$ cat src/rtl/ro_freq_counter.sv
// ro_freq_counter
// Ring-oscillator frequency counter. Gates the ring through ro_halt, lets it
// settle for a fixed number of clk cycles, then counts synchronized rising
// edges of ro_in over a programmable window of clk cycles. The result is
// reported with a single-cycle done pulse.
//
// Ports:
//   clk           system clock, all logic on the rising edge
//   rst           asynchronous active-high reset
//   start         measurement request, honoured only in IDLE
//   window_cycles window length in clk cycles, latched on an accepted start
//   ro_in         ring oscillator output, asynchronous to clk
//   ro_halt       ring gating input: 1 stops the ring, 0 lets it run
//   busy          high through SETTLE and MEASURE
//   done          one-cycle pulse, count/overflow valid
//   count         rising edges counted in the last window (saturating)
//   overflow      sticky, set when an edge arrived with count already all-ones
module ro_freq_counter #(
    parameter int COUNT_W       = 32,
    parameter int WINDOW_W      = 24,
    parameter int SYNC_STAGES   = 2,
    parameter int SETTLE_CYCLES = 4
) (
    input  logic                clk,
    input  logic                rst,
    input  logic                start,
    input  logic [WINDOW_W-1:0] window_cycles,
    input  logic                ro_in,
    output logic                ro_halt,
    output logic                busy,
    output logic                done,
    output logic [COUNT_W-1:0]  count,
    output logic                overflow
);

    localparam int SETTLE_W = (SETTLE_CYCLES > 2) ? $clog2(SETTLE_CYCLES) : 1;

    typedef enum logic [1:0] {
        IDLE    = 2'd0,
        SETTLE  = 2'd1,
        MEASURE = 2'd2,
        DONE    = 2'd3
    } state_t;

    state_t                  state_r;
    state_t                  state_nx_s;
    logic [SYNC_STAGES-1:0]  sync_r;
    logic                    prev_r;
    logic                    ro_edge_s;
    logic [WINDOW_W-1:0]     win_q_r;
    logic [WINDOW_W-1:0]     win_cnt_r;
    logic [SETTLE_W-1:0]     settle_cnt_r;
    logic                    halt_nx_s;
    logic                    busy_nx_s;
    logic                    done_nx_s;

    // Synchronizer chain and edge-history flop, free-running in every state.
    always_ff @(posedge clk or posedge rst) begin
        if (rst) begin
            sync_r <= '0;
            prev_r <= 1'b0;
        end else begin
            sync_r <= {sync_r[SYNC_STAGES-2:0], ro_in};
            prev_r <= sync_r[SYNC_STAGES-1];
        end
    end

    // Rising edge of the synchronized ring output seen in this cycle.
    always_comb begin
        ro_edge_s = sync_r[SYNC_STAGES-1] & ~prev_r;
    end

    // State register.
    always_ff @(posedge clk or posedge rst) begin
        if (rst) begin
            state_r <= IDLE;
        end else begin
            state_r <= state_nx_s;
        end
    end

    // Next-state logic; the settle and window counters count down to zero.
    always_comb begin
        state_nx_s = state_r;
        case (state_r)
            IDLE: begin
                if (start) begin
                    state_nx_s = SETTLE;
                end else begin
                    state_nx_s = IDLE;
                end
            end
            SETTLE: begin
                if (settle_cnt_r != '0) begin
                    state_nx_s = SETTLE;
                end else if (win_q_r == '0) begin
                    state_nx_s = DONE;
                end else begin
                    state_nx_s = MEASURE;
                end
            end
            MEASURE: begin
                if (win_cnt_r == '0) begin
                    state_nx_s = DONE;
                end else begin
                    state_nx_s = MEASURE;
                end
            end
            DONE:    state_nx_s = IDLE;
            default: state_nx_s = IDLE;
        endcase
    end

    // Output decode from the next state so the registered outputs line up
    // with the state they describe.
    always_comb begin
        halt_nx_s = 1'b1;
        busy_nx_s = 1'b0;
        done_nx_s = 1'b0;
        case (state_nx_s)
            SETTLE, MEASURE: begin
                halt_nx_s = 1'b0;
                busy_nx_s = 1'b1;
            end
            DONE:    done_nx_s = 1'b1;
            default: begin
                halt_nx_s = 1'b1;
                busy_nx_s = 1'b0;
            end
        endcase
    end

    // Registered control outputs.
    always_ff @(posedge clk or posedge rst) begin
        if (rst) begin
            ro_halt <= 1'b1;
            busy    <= 1'b0;
            done    <= 1'b0;
        end else begin
            ro_halt <= halt_nx_s;
            busy    <= busy_nx_s;
            done    <= done_nx_s;
        end
    end

    // Window latch, settle/window down-counters and the saturating edge counter.
    always_ff @(posedge clk or posedge rst) begin
        if (rst) begin
            win_q_r      <= '0;
            win_cnt_r    <= '0;
            settle_cnt_r <= '0;
            count        <= '0;
            overflow     <= 1'b0;
        end else begin
            case (state_r)
                IDLE: begin
                    if (start) begin
                        win_q_r      <= window_cycles;
                        settle_cnt_r <= SETTLE_W'(SETTLE_CYCLES - 1);
                        count        <= '0;
                        overflow     <= 1'b0;
                    end
                end
                SETTLE: begin
                    if (settle_cnt_r != '0) begin
                        settle_cnt_r <= settle_cnt_r - SETTLE_W'(1);
                    end else begin
                        // Unused when win_q_r is zero: SETTLE then goes straight to DONE.
                        win_cnt_r <= win_q_r - WINDOW_W'(1);
                    end
                end
                MEASURE: begin
                    win_cnt_r <= win_cnt_r - WINDOW_W'(1);
                    if (ro_edge_s) begin
                        // An edge that cannot be counted marks the result as saturated.
                        if (&count) begin
                            overflow <= 1'b1;
                        end else begin
                            count <= count + COUNT_W'(1);
                        end
                    end
                end
                default: begin
                end
            endcase
        end
    end

endmodule

$ cat config.mk
export PLATFORM = sky130hd
export DESIGN_NAME = ro_freq_counter
export DESIGN_NICKNAME = d
export VERILOG_FILES = /design/src/rtl/ro_freq_counter.sv
export SDC_FILE = /design/constraint.sdc
export NUM_CORES = 1
export LEC_CHECK = 0
export ABC_CLOCK_PERIOD_IN_PS = 4300
export BUFFER_PORTS_ARGS = -buffer_cell sky130_fd_sc_hd__buf_2
export CAP_MARGIN = 10
export CORE_MARGIN = 3
export CORE_UTILIZATION = 32
export CTS_BUF_LIST = sky130_fd_sc_hd__clkbuf_4 sky130_fd_sc_hd__clkbuf_8
export DETAILED_ROUTE_END_ITERATION = 8
export PLACE_DENSITY_LB_ADDON = 0.3
export SLEW_MARGIN = 20
export SYNTH_ARGS = -nofsm -noshare
export SYNTH_HDL_FRONTEND = slang
export SYNTH_SLANG_ARGS = --single-unit
$ cat constraint.sdc
create_clock -name clk -period 4.3 [get_ports clk]
set_input_delay 0.43 -clock clk [delete_from_list [all_inputs] [get_ports clk]]
set_output_delay 0.43 -clock clk [all_outputs]
set_load 0.1 [all_outputs]
==> results of run 1 <==
## stage by stage
stage	hold slack, ns	total power, mW	instance area [sq um]	setup WS [ns]	cells
after floorplan	0.331	2.58	5370	1.36	575
after detailed placement	0.339	2.91	5830	1.16	827
after global routing	0.128	3.90	6080	0.904	843
after global placement	0.341	2.86	5830	1.27	827
final	0.159	3.61	6080	1.10	843
after CTS	0.139	3.64	6070	1.13	843
## power breakdown
part / switching (mW) / internal [mW] / leakage, nW
Combinational: 0.845 / 0.587 / 1.32
Clock: 0.303 / 0.407 / 0.125
Sequential: 0.342 / 1.12 / 1.13
Total: 1.49 / 2.12 / 2.58
## state kept, by name, summed over array words and instances (netlist names)
| name | flops |
|---|---|
| ro_halt | 1 |
| prev_r | 1 |
| count | 32 |
| win_q_r | 24 |
| done | 1 |
| sync_r | 2 |
| settle_cnt_r | 2 |
| win_cnt_r | 24 |
| overflow | 1 |
| state_r | 2 |
| busy | 1 |
## kinds of logic (layout without fill, tap and decap cells)
kind of cell	Yosys count	count (layout)	share of synthesized area, %
compound gates	105	105	13.7
xor+xnor	27	27	4.40
mux	47	47	9.64
flops	91	91	42.4
buf+inv	44	96	4.00
fa+ha+maj	4	4	0.931
simple gates	257	257	24.9
## cell usage after synthesis, types with 8 or more instances
library cell	n	area share, %
nor2_1	89	6.2
nor3_1	27	2.5
mux2_2	30	6.3
clkbuf_1	16	1.1
a211oi_1	8	1.1
nand3_1	22	2.0
o21ai_0	23	2.1
nand4_1	13	1.5
mux2i_1	15	2.8
inv_1	14	0.98
nor4_1	11	1.3
dfrtp_1	90	42
nand2_1	43	3.0
xnor2_1	22	3.6
a21oi_1	25	2.3
## cell type report
type,count,area [sq um],area share (%)
inverter,14,55.1,0.906
clock buffer,12,146,2.41
tap,216,270,4.45
timing repair buffer,66,338,5.56
sequential,91,2280,37.5
multi-input combinational,440,2890,47.6
clock inverter,4,98.8,1.63
## worst paths after layout
path / to / startpoint / slack, ns
worst max-delay path: win_cnt_r[15]$_DFFE_PP0P_ / state_r[0]$_DFF_PP0_ / 1.10
worst min-delay path: sync_r[0]$_DFF_PP0_ / ro_in / 0.16
worst max register to register: win_cnt_r[15]$_DFFE_PP0P_ / state_r[0]$_DFF_PP0_ / 1.10
worst min register to register: sync_r[1]$_DFF_PP0_ / sync_r[0]$_DFF_PP0_ / 0.36
max in group asynchronous: win_cnt_r[15]$_DFFE_PP0P_ / rst / 3.19
min in group asynchronous: count[27]$_DFFE_PP0P_ / rst / 0.18
## per-layer routing
metal	wire length (microns)	track usage, %	vias to the layer above	share of wire, %
met5	0	0	-	0
met4	242	4.59	0	1.8
met3	681	3.75	20	5.1
met2	6410	25.2	107	48
met1	6010	19.1	2233	45
li1	-	-	2176	-
==> impl_metrics.yaml, run 1 <==
worst_setup_path:
  slowest_stage: "nand2b_2"
  rr_worst_depth: 6
  critPathBufInv: 0
  worstPathArrival_ns: 3.46
  critical_path.cell_chain: "nand2b_2, mux2_2, nand3_2, nor3_2, o21ai_0, a211o_1"
  path_depth: 6
  crit_fanout: 46
  crit_path_start_kind: "flip-flop"
  cp_top_family: "simple AND/OR/NAND/NOR gates"
  crit_type: "reg -> reg"
  crit_required_ns: 4.57
  slowest_delay_ns: 0.88
  cp-end-kind: "flip-flop"
clock_tree:
  cts_tree: "built"
  clock-sinks: 91
  clock_path_buffers: 2
  postCtsSetupBuffers: 0
  h-tree-depth: 3
  clk_latency_ns: 0.38
  cts_hold_buf: 0
  clkTransAtPathRegs_ns: 0.08
  numCtsBuffers: 9
  cts_resized: 0
  clock-root-buffer: "clkbuf_8"
yosys:
  synth.distinct_cells: 70
  synth_area_sq_um: 5370
  ys_warn_count: 0
  synth-seq-area-share_pct: 42.4
  avgSynthCellArea_sq_um: 9.35
  synth_cells: 575
  synthArstFlopShare_pct: 100
  synthFlopType: "dfrtp_1"
  syn_nets: 607
  synth_edf_count: 0
  ys_ff_latch: 91
floorplanning:
  die_width_microns: 136
  row_count: 46
  io_pins: 64
  start_util_pct: 33.2
  die_h_microns: 136
  fp.coreArea_sq_um: 16200
  die-area_sq_um: 18400
global_routing:
  grt_max_degree: 61
  grt_pass1_wl_mm: 22.2
  antenna_found_initial: 0
  grt_overflow: 0
  grt.total_usage_pct: 15.0
  grt_pass1_vias: 4447
sta:
  fin_setup_tns_ns: 0
  slew_headroom_pct: 30.9
  fin_crit_sh_pct: 74.4
  fin_crit_ns: 3.20
  finClkSkew_ns: 0.0101
  setup_viol: 0
  worstMarginPinSlew_ns: 1.04
  fmax_mhz: 313
  finalHoldViolations: 0
  rsz0062_at_grt: "no"
  slew_violations: 0
layout:
  insertedDiodeCount: 0
  drive_gt1_share_pct: 22.0
  synthToLayoutAreaGrowth_pct: 13.1
  finalNetCount: 654
  fin_util_pct: 37.6
  mostFrequentLayoutCells: "90 x dfrtp_1, 89 x nor2_1, 63 x buf_2"
  fillers: 1651
  layout_commonest_cell: "dfrtp_1"
run_status:
  outcome: "finished clean"
route:
  wl_mm: 13.3
  antenna_left: 0
  routedWlPerCell_microns: 15.8
  drtIter0Drc: 271
  drc: 0
  via_per_inst: 5.38
  vias: 4536
  dr.pass1.iters: 5
flow_run:
  max-cap-violations: 0
power_and_ir_drop:
  peakVddDrop_mv: 0.352
  pwr_density_cell_nw_per_um2: 594
  p_leak_nw: 2.58
placement:
  gp_congestion: 0.879
  dpl.hpwl_mm: 9.31
  portBuffers: 63
min_path:
  hold_path_class: "in -> reg"
  min_path_cells: 1
Power figures use the tool's default switching activity.
==> run 2, diff against run 1 <==
ABC_AREA = 1   (was not set)
ABC_CLOCK_PERIOD_IN_PS = 2600   (was 4300)
clock period = 2.6 ns   (was 4.3 ns; I/O delays follow)
==> impl_metrics.yaml, run 2 <==
route:
  drc: 0
  wl_mm: 16.2
  vias: 5717
  drtIter0Drc: 336
  dr.pass1.iters: 5
  routedWlPerCell_microns: 13.7
  antenna_left: 0
  via_per_inst: 4.83
yosys:
  synth_area_sq_um: 6000
  ys_warn_count: 0
  synth_top_family_by_area: "simple AND/OR/NAND/NOR gates"
  synth_xor_xnor_area_share_pct: 1.46
  synthAdderAreaFrac_pct: 0.835
  synthArstFlopShare_pct: 100
  synth_top_area_share_pct: 37.6
  synth_top_area_cell: "dfrtp_1"
  ys_ff_latch: 91
  synth_common_cells: "328 x nand2_1, 90 x dfrtp_1, 90 x nor2_1"
  synthFlopType: "dfrtp_1"
  yosysMostFrequentCell: "nand2_1"
  synth_compound_area_share_pct: 8.99
  synthMuxAreaShare_pct: 0
  avgSynthCellArea_sq_um: 6.73
  syn_nets: 923
  synth.distinct_cells: 38
  yosys.area_share.simple_pct: 41.1
  synth-seq-area-share_pct: 38.0
  synth_cells: 891
  synth_edf_count: 0
  ys_top_cells_by_area: "dfrtp_1 38%, nand2_1 21%, nand3_1 7.2%, nor2_1 5.6%, inv_1 5.6%"
worst_setup_path:
  rr_startpoint: "count[0]$_DFFE_PP0P_"
  rr_worst_depth: 13
  crit_required_ns: 2.88
  cp-end-kind: "flip-flop"
  startpoint: "count[0]$_DFFE_PP0P_"
  crit_type: "reg -> reg"
  worstPathArrival_ns: 2.49
  crit_path_start_kind: "flip-flop"
  crit_fanout: 14
layout:
  layout_commonest_cell: "nand2_1"
  top_register: "count"
  mostFrequentLayoutCells: "328 x nand2_1, 90 x nor2_1, 88 x inv_1, 88 x dfrtp_1, 86 x nand3_1"
  multiInputGateArea_sq_um: 3140
  insertedDiodeCount: 0
  finalNetCount: 982
  synthToLayoutAreaGrowth_pct: 12.1
  fillers: 1992
  drive_gt1_share_pct: 15.8
  seqCellArea_sq_um: 2280
  reg_top3: "count x32, win_cnt_r x24, win_q_r x24"
  largest_reg_flops: 32
sta:
  slew_headroom_pct: 56.4
  slew_violations: 0
  worstMarginPinSlew_ns: 0.652
  fin_setup_tns_ns: 0
  fin_crit_sh_pct: 85.0
  fmax_mhz: 452
  whs_ns: 0.0745
  fin_crit_ns: 2.21
  finalHoldViolations: 0
  finClkSkew_ns: 0.0145
  rsz0062_at_grt: "no"
  setup_viol: 0
clock_tree:
  clkTransAtPathRegs_ns: 0.09
  cts_tree: "built"
  postCtsSetupBuffers: 0
  clock-sinks: 91
  numCtsBuffers: 9
  cts_resized: 0
  clk_latency_ns: 0.38
  clock_path_buffers: 2
  clock-root-buffer: "clkbuf_8"
  h-tree-depth: 3
global_routing:
  antenna_found_initial: 0
  grt_overflow: 0
  grt_max_degree: 68
  grt_pass1_vias: 5264
  grt.total_usage_pct: 16.4
  grt_pass1_wl_mm: 26.8
min_path:
  min_path_cells: 3
  hold_path_class: "in -> reg"
  hp-start: "window_cycles[0]"
power_and_ir_drop:
  power.share.switching_pct: 31.1
  p_int_mw: 2.01
  p_sw_mw: 0.908
  pwr_density_cell_nw_per_um2: 435
  power.share.clock_pct: 34.1
  power_frac_seq_pct: 50.9
  peakVddDrop_mv: 0.294
  p_leak_nw: 3.20
  comb_power_share_pct: 15.0
placement:
  dpl.hpwl_mm: 12.2
  gp_congestion: 0.866
  portBuffers: 63
floorplanning:
  die_width_microns: 143
  io_pins: 64
  row_count: 49
  fp.coreArea_sq_um: 18200
  start_util_pct: 32.9
  die_h_microns: 143
  die-area_sq_um: 20400
run_status:
  outcome: "finished clean"
flow_run:
  max-cap-violations: 0
-- run 2: cell types whose count changed in the layout (fill, tap and decap cells not counted), moves of 21 or more --
| cell | before | now |
|---|---|---|
| o21ai_0 | 23 | 46 |
| nand2_1 | 42 | 328 |
| mux2_2 | 30 | 0 |
| inv_1 | 13 | 88 |
| nand3_1 | 22 | 86 |
| xnor2_1 | 22 | 1 |
-- run 2: layout make-up --
cell class / instances / share of cell area, %
flip-flops and latches: 91 / 33.9
clock inverters: 4 / 0.764
inverters: 95 / 5.36
well taps: 229 / 4.26
multi-input cells: 677 / 46.7
repair buffers: 76 / 6.78
clock buffers: 11 / 2.16
-- run 2: power by group through the flow --
stage          registers, mW  clock network [mW]  logic [mW]
3_3_place_gp            1.51                   0       0.438
2_1_floorplan           1.72                   0       0.156
6_report                1.49               0.997       0.438
5_1_grt                 1.49                1.10       0.470
3_5_place_dp            1.52                   0       0.442
4_1_cts                 1.49                1.05       0.445
-- run 2: cells by family after synthesis --
logic type	after synthesis
flip-flops	91
AND/OR/NAND/NOR	575
XOR/XNOR	10
buffers and inverters	123
AO/OA/AOI/OAI	88
adder cells (fa/ha/maj)	4
-- run 2: final timing paths --
kind / to / slack [ns]
worst max register to register: count[4]$_DFFE_PP0P_ / 0.39
worst max-delay path: count[4]$_DFFE_PP0P_ / 0.39
min in group asynchronous: busy$_DFF_PP0_ / 0.53
worst min-delay path: win_q_r[0]$_DFFE_PP0P_ / 0.07
max in group asynchronous: count[31]$_DFFE_PP0P_ / 1.76
worst min register to register: sync_r[1]$_DFF_PP0_ / 0.36
-- run 2: metrics by stage --
| stage | util, % | cell area (sq um) | power, mW | worst slack (ns) | instances |
|---|---|---|---|---|---|
| final | 36.9 | 6720 | 2.92 | 0.389 | 1183 |
| after global routing | 36.9 | 6720 | 3.06 | 0.144 | 1183 |
| after CTS | 36.9 | 6720 | 2.98 | 0.374 | 1183 |
| after detailed placement | 35.7 | 6500 | 1.96 | 0.394 | 1166 |
| after global placement | 35.7 | 6500 | 1.95 | 0.422 | 1166 |
| after floorplan | - | 6000 | 1.87 | 0.184 | 891 |
-- run 2: routing by layer --
metal	global-route usage, %	vias up	part of all wire (%)
met5	0	-	0
met4	4.85	0	1.4
met3	2.91	15	4.0
met2	26.6	121	47
met1	22.5	2640	48
li1	-	2941	-
-- run 2: worst max-delay path, stage by stage (launching register included) --
cell     delay, ns
dfrtp_2       0.44
ha_1          0.25
nand2_2       0.10
nor2_4        0.17
nand2_2       0.08
inv_2         0.10
nand3_2       0.08
nor3_2        0.22
nand2_1       0.09
nand2_2       0.10
buf_4         0.23
inv_2         0.11
nand2_1       0.08
nand2_1       0.05
-- run 2: what timing repair did --
item                       in CTS  in global routing
setup endpoints to repair       0                  0
hold buffers                    2                  0
hold endpoints to repair       30                  0
==> run 3, diff against run 2 <==
ABC_AREA = not set   (was 1)
CORE_UTILIZATION = 55   (was 32)
==> impl_metrics.yaml, run 3 (same netlist as run 1, synthesis figures left out) <==
placement:
  pre_cts_ws_ns: 0.146
  gp_congestion: 0.882
  dp.cells: 758
  dpl.hpwl_mm: 8.97
  portBuffers: 63
sta:
  setup_viol: 0
  worstMarginPinSlew_ns: 0.663
  finClkSkew_ns: 0.0125
  fin_crit_ns: 2.42
  fin_crit_sh_pct: 93.2
  finalHoldViolations: 0
  fmax_mhz: 412
  setup_ws_ns: 0.176
  slew_headroom_pct: 55.8
  rsz0062_at_grt: "no"
  slew_violations: 0
clock_tree:
  cts_tree: "built"
  clk_latency_ns: 0.37
  clock-sinks: 91
  numCtsBuffers: 9
  clkTransAtPathRegs_ns: 0.09
  h-tree-depth: 3
  clock_path_buffers: 2
  clock-root-buffer: "clkbuf_8"
worst_setup_path:
  crit_type: "reg -> reg"
  crit_fanout: 17
  rr_worst_depth: 7
  worstPathArrival_ns: 2.72
  rr_startpoint: "state_r[0]$_DFF_PP0_"
  crit_required_ns: 2.90
  crit_path_start_kind: "flip-flop"
  cp-end-kind: "flip-flop"
  r2r_slack_ns: 0.18
  r2r-end: "win_cnt_r[17]$_DFFE_PP0P_"
power_and_ir_drop:
  peakVddDrop_mv: 0.683
  p_leak_nw: 2.62
  pwr_density_cell_nw_per_um2: 987
  p_total_mw: 6.07
floorplanning:
  die-area_sq_um: 11000
  die_width_microns: 105
  die_h_microns: 105
  row_count: 35
  start_util_pct: 57.3
  io_pins: 64
  fp.coreArea_sq_um: 9370
global_routing:
  grt_pass1_vias: 4564
  grt_overflow: 0
  grt_max_degree: 92
  grt_pass1_wl_mm: 22.3
  grt.total_usage_pct: 24.5
  antenna_found_initial: 0
flow_run:
  max-cap-violations: 0
layout:
  insertedDiodeCount: 0
  finalNetCount: 673
  reg_top3: "count x32, win_cnt_r x24, win_q_r x24"
  drive_gt1_share_pct: 28.0
  synthToLayoutAreaGrowth_pct: 14.5
  fin_util_pct: 65.7
  top_register: "count"
  layout.cells.non_filler: 775
  largest_reg_flops: 32
  mostFrequentLayoutCells: "89 x nor2_1, 68 x dfrtp_1, 63 x buf_2"
  layout_commonest_cell: "nor2_1"
route:
  drtIter0Drc: 332
  drc: 0
  via_per_inst: 6.05
  vias: 4692
  wl_mm: 12.8
  antenna_left: 0
  dr.pass1.iters: 5
  routedWlPerCell_microns: 16.5
run_status:
  outcome: "finished clean"
min_path:
  hold_path_class: "in -> async"
-- run 3: cell count changes in the layout (fill, tap and decap cells not counted), moves of 21 or more --
cell     previous run  this run
nand2_1           328        43
inv_1              88        13
nand3_1            86        22
mux2_2              0        30
o21ai_0            46        23
xnor2_1             1        22
-- run 3: routing by layer --
metal | up-vias | GRT usage, % | part of all wire, %
met2 | 160 | 38.3 | 47
met1 | 2299 | 34.7 | 45
met5 | - | 0 | 0
met4 | 0 | 7.12 | 1.7
li1 | 2216 | - | -
met3 | 17 | 5.06 | 5.9
-- run 3: how the worst max path moves through the flow --
stage	startpoint	end	slack (ns)
3_3_place_gp	state_r[0]$_DFF_PP0_	win_cnt_r[22]$_DFFE_PP0P_	0.28
4_1_cts	state_r[1]$_DFF_PP0_	win_cnt_r[14]$_DFFE_PP0P_	0.12
5_1_grt	state_r[1]$_DFF_PP0_	win_cnt_r[16]$_DFFE_PP0P_	0.03
3_5_place_dp	state_r[1]$_DFF_PP0_	win_cnt_r[14]$_DFFE_PP0P_	0.15
2_1_floorplan	state_r[0]$_DFF_PP0_	win_cnt_r[14]$_DFFE_PP0P_	-0.03
6_report	state_r[0]$_DFF_PP0_	win_cnt_r[17]$_DFFE_PP0P_	0.18
-- run 3: final cells by class --
cell class                      instances  area [sq um]
Clock inverter                          4          72.6
Multi-Input combinational cell        440          2900
Tap cell                              129           161
Sequential cell                        91          2310
Clock buffer                           12           159
Fill cell                             817          3220
Inverter                               14          56.3
Timing Repair Buffer                   85           495
-- run 3: critical path: stages (launching register included) --
cell and delay [ns]:
dfrtp_1 0.44, nand2b_2 0.39, buf_4 0.25, mux2i_1 0.13, nand3b_1 0.24, nor4_1 0.42
mux2_2 0.38, nor2_1 0.11
-- run 3: power breakdown --
group	internal, mW	switching (mW)
logic	1.07	1.46
clock network	0.604	0.498
registers	1.86	0.573
total	3.54	2.53
-- run 3: repair_timing --
item,CTS,global route
setup endpoints to repair,0,6
hold buffers,1,0
gates resized for setup,0,2
endpoints found under the hold margin,1,0
buffers inserted,0,0
-- run 3: metrics by stage --
stage / TNS, ns / area, sq um / hold slack (ns)
finish: 0 / 6150 / 0.0227
CTS: 0 / 6150 / 0.0423
global placement: 0 / 5910 / 0.346
detailed placement: 0 / 5910 / 0.351
global route: 0 / 6150 / 0.0572
floorplan: -0.0253 / 5430 / 0.291
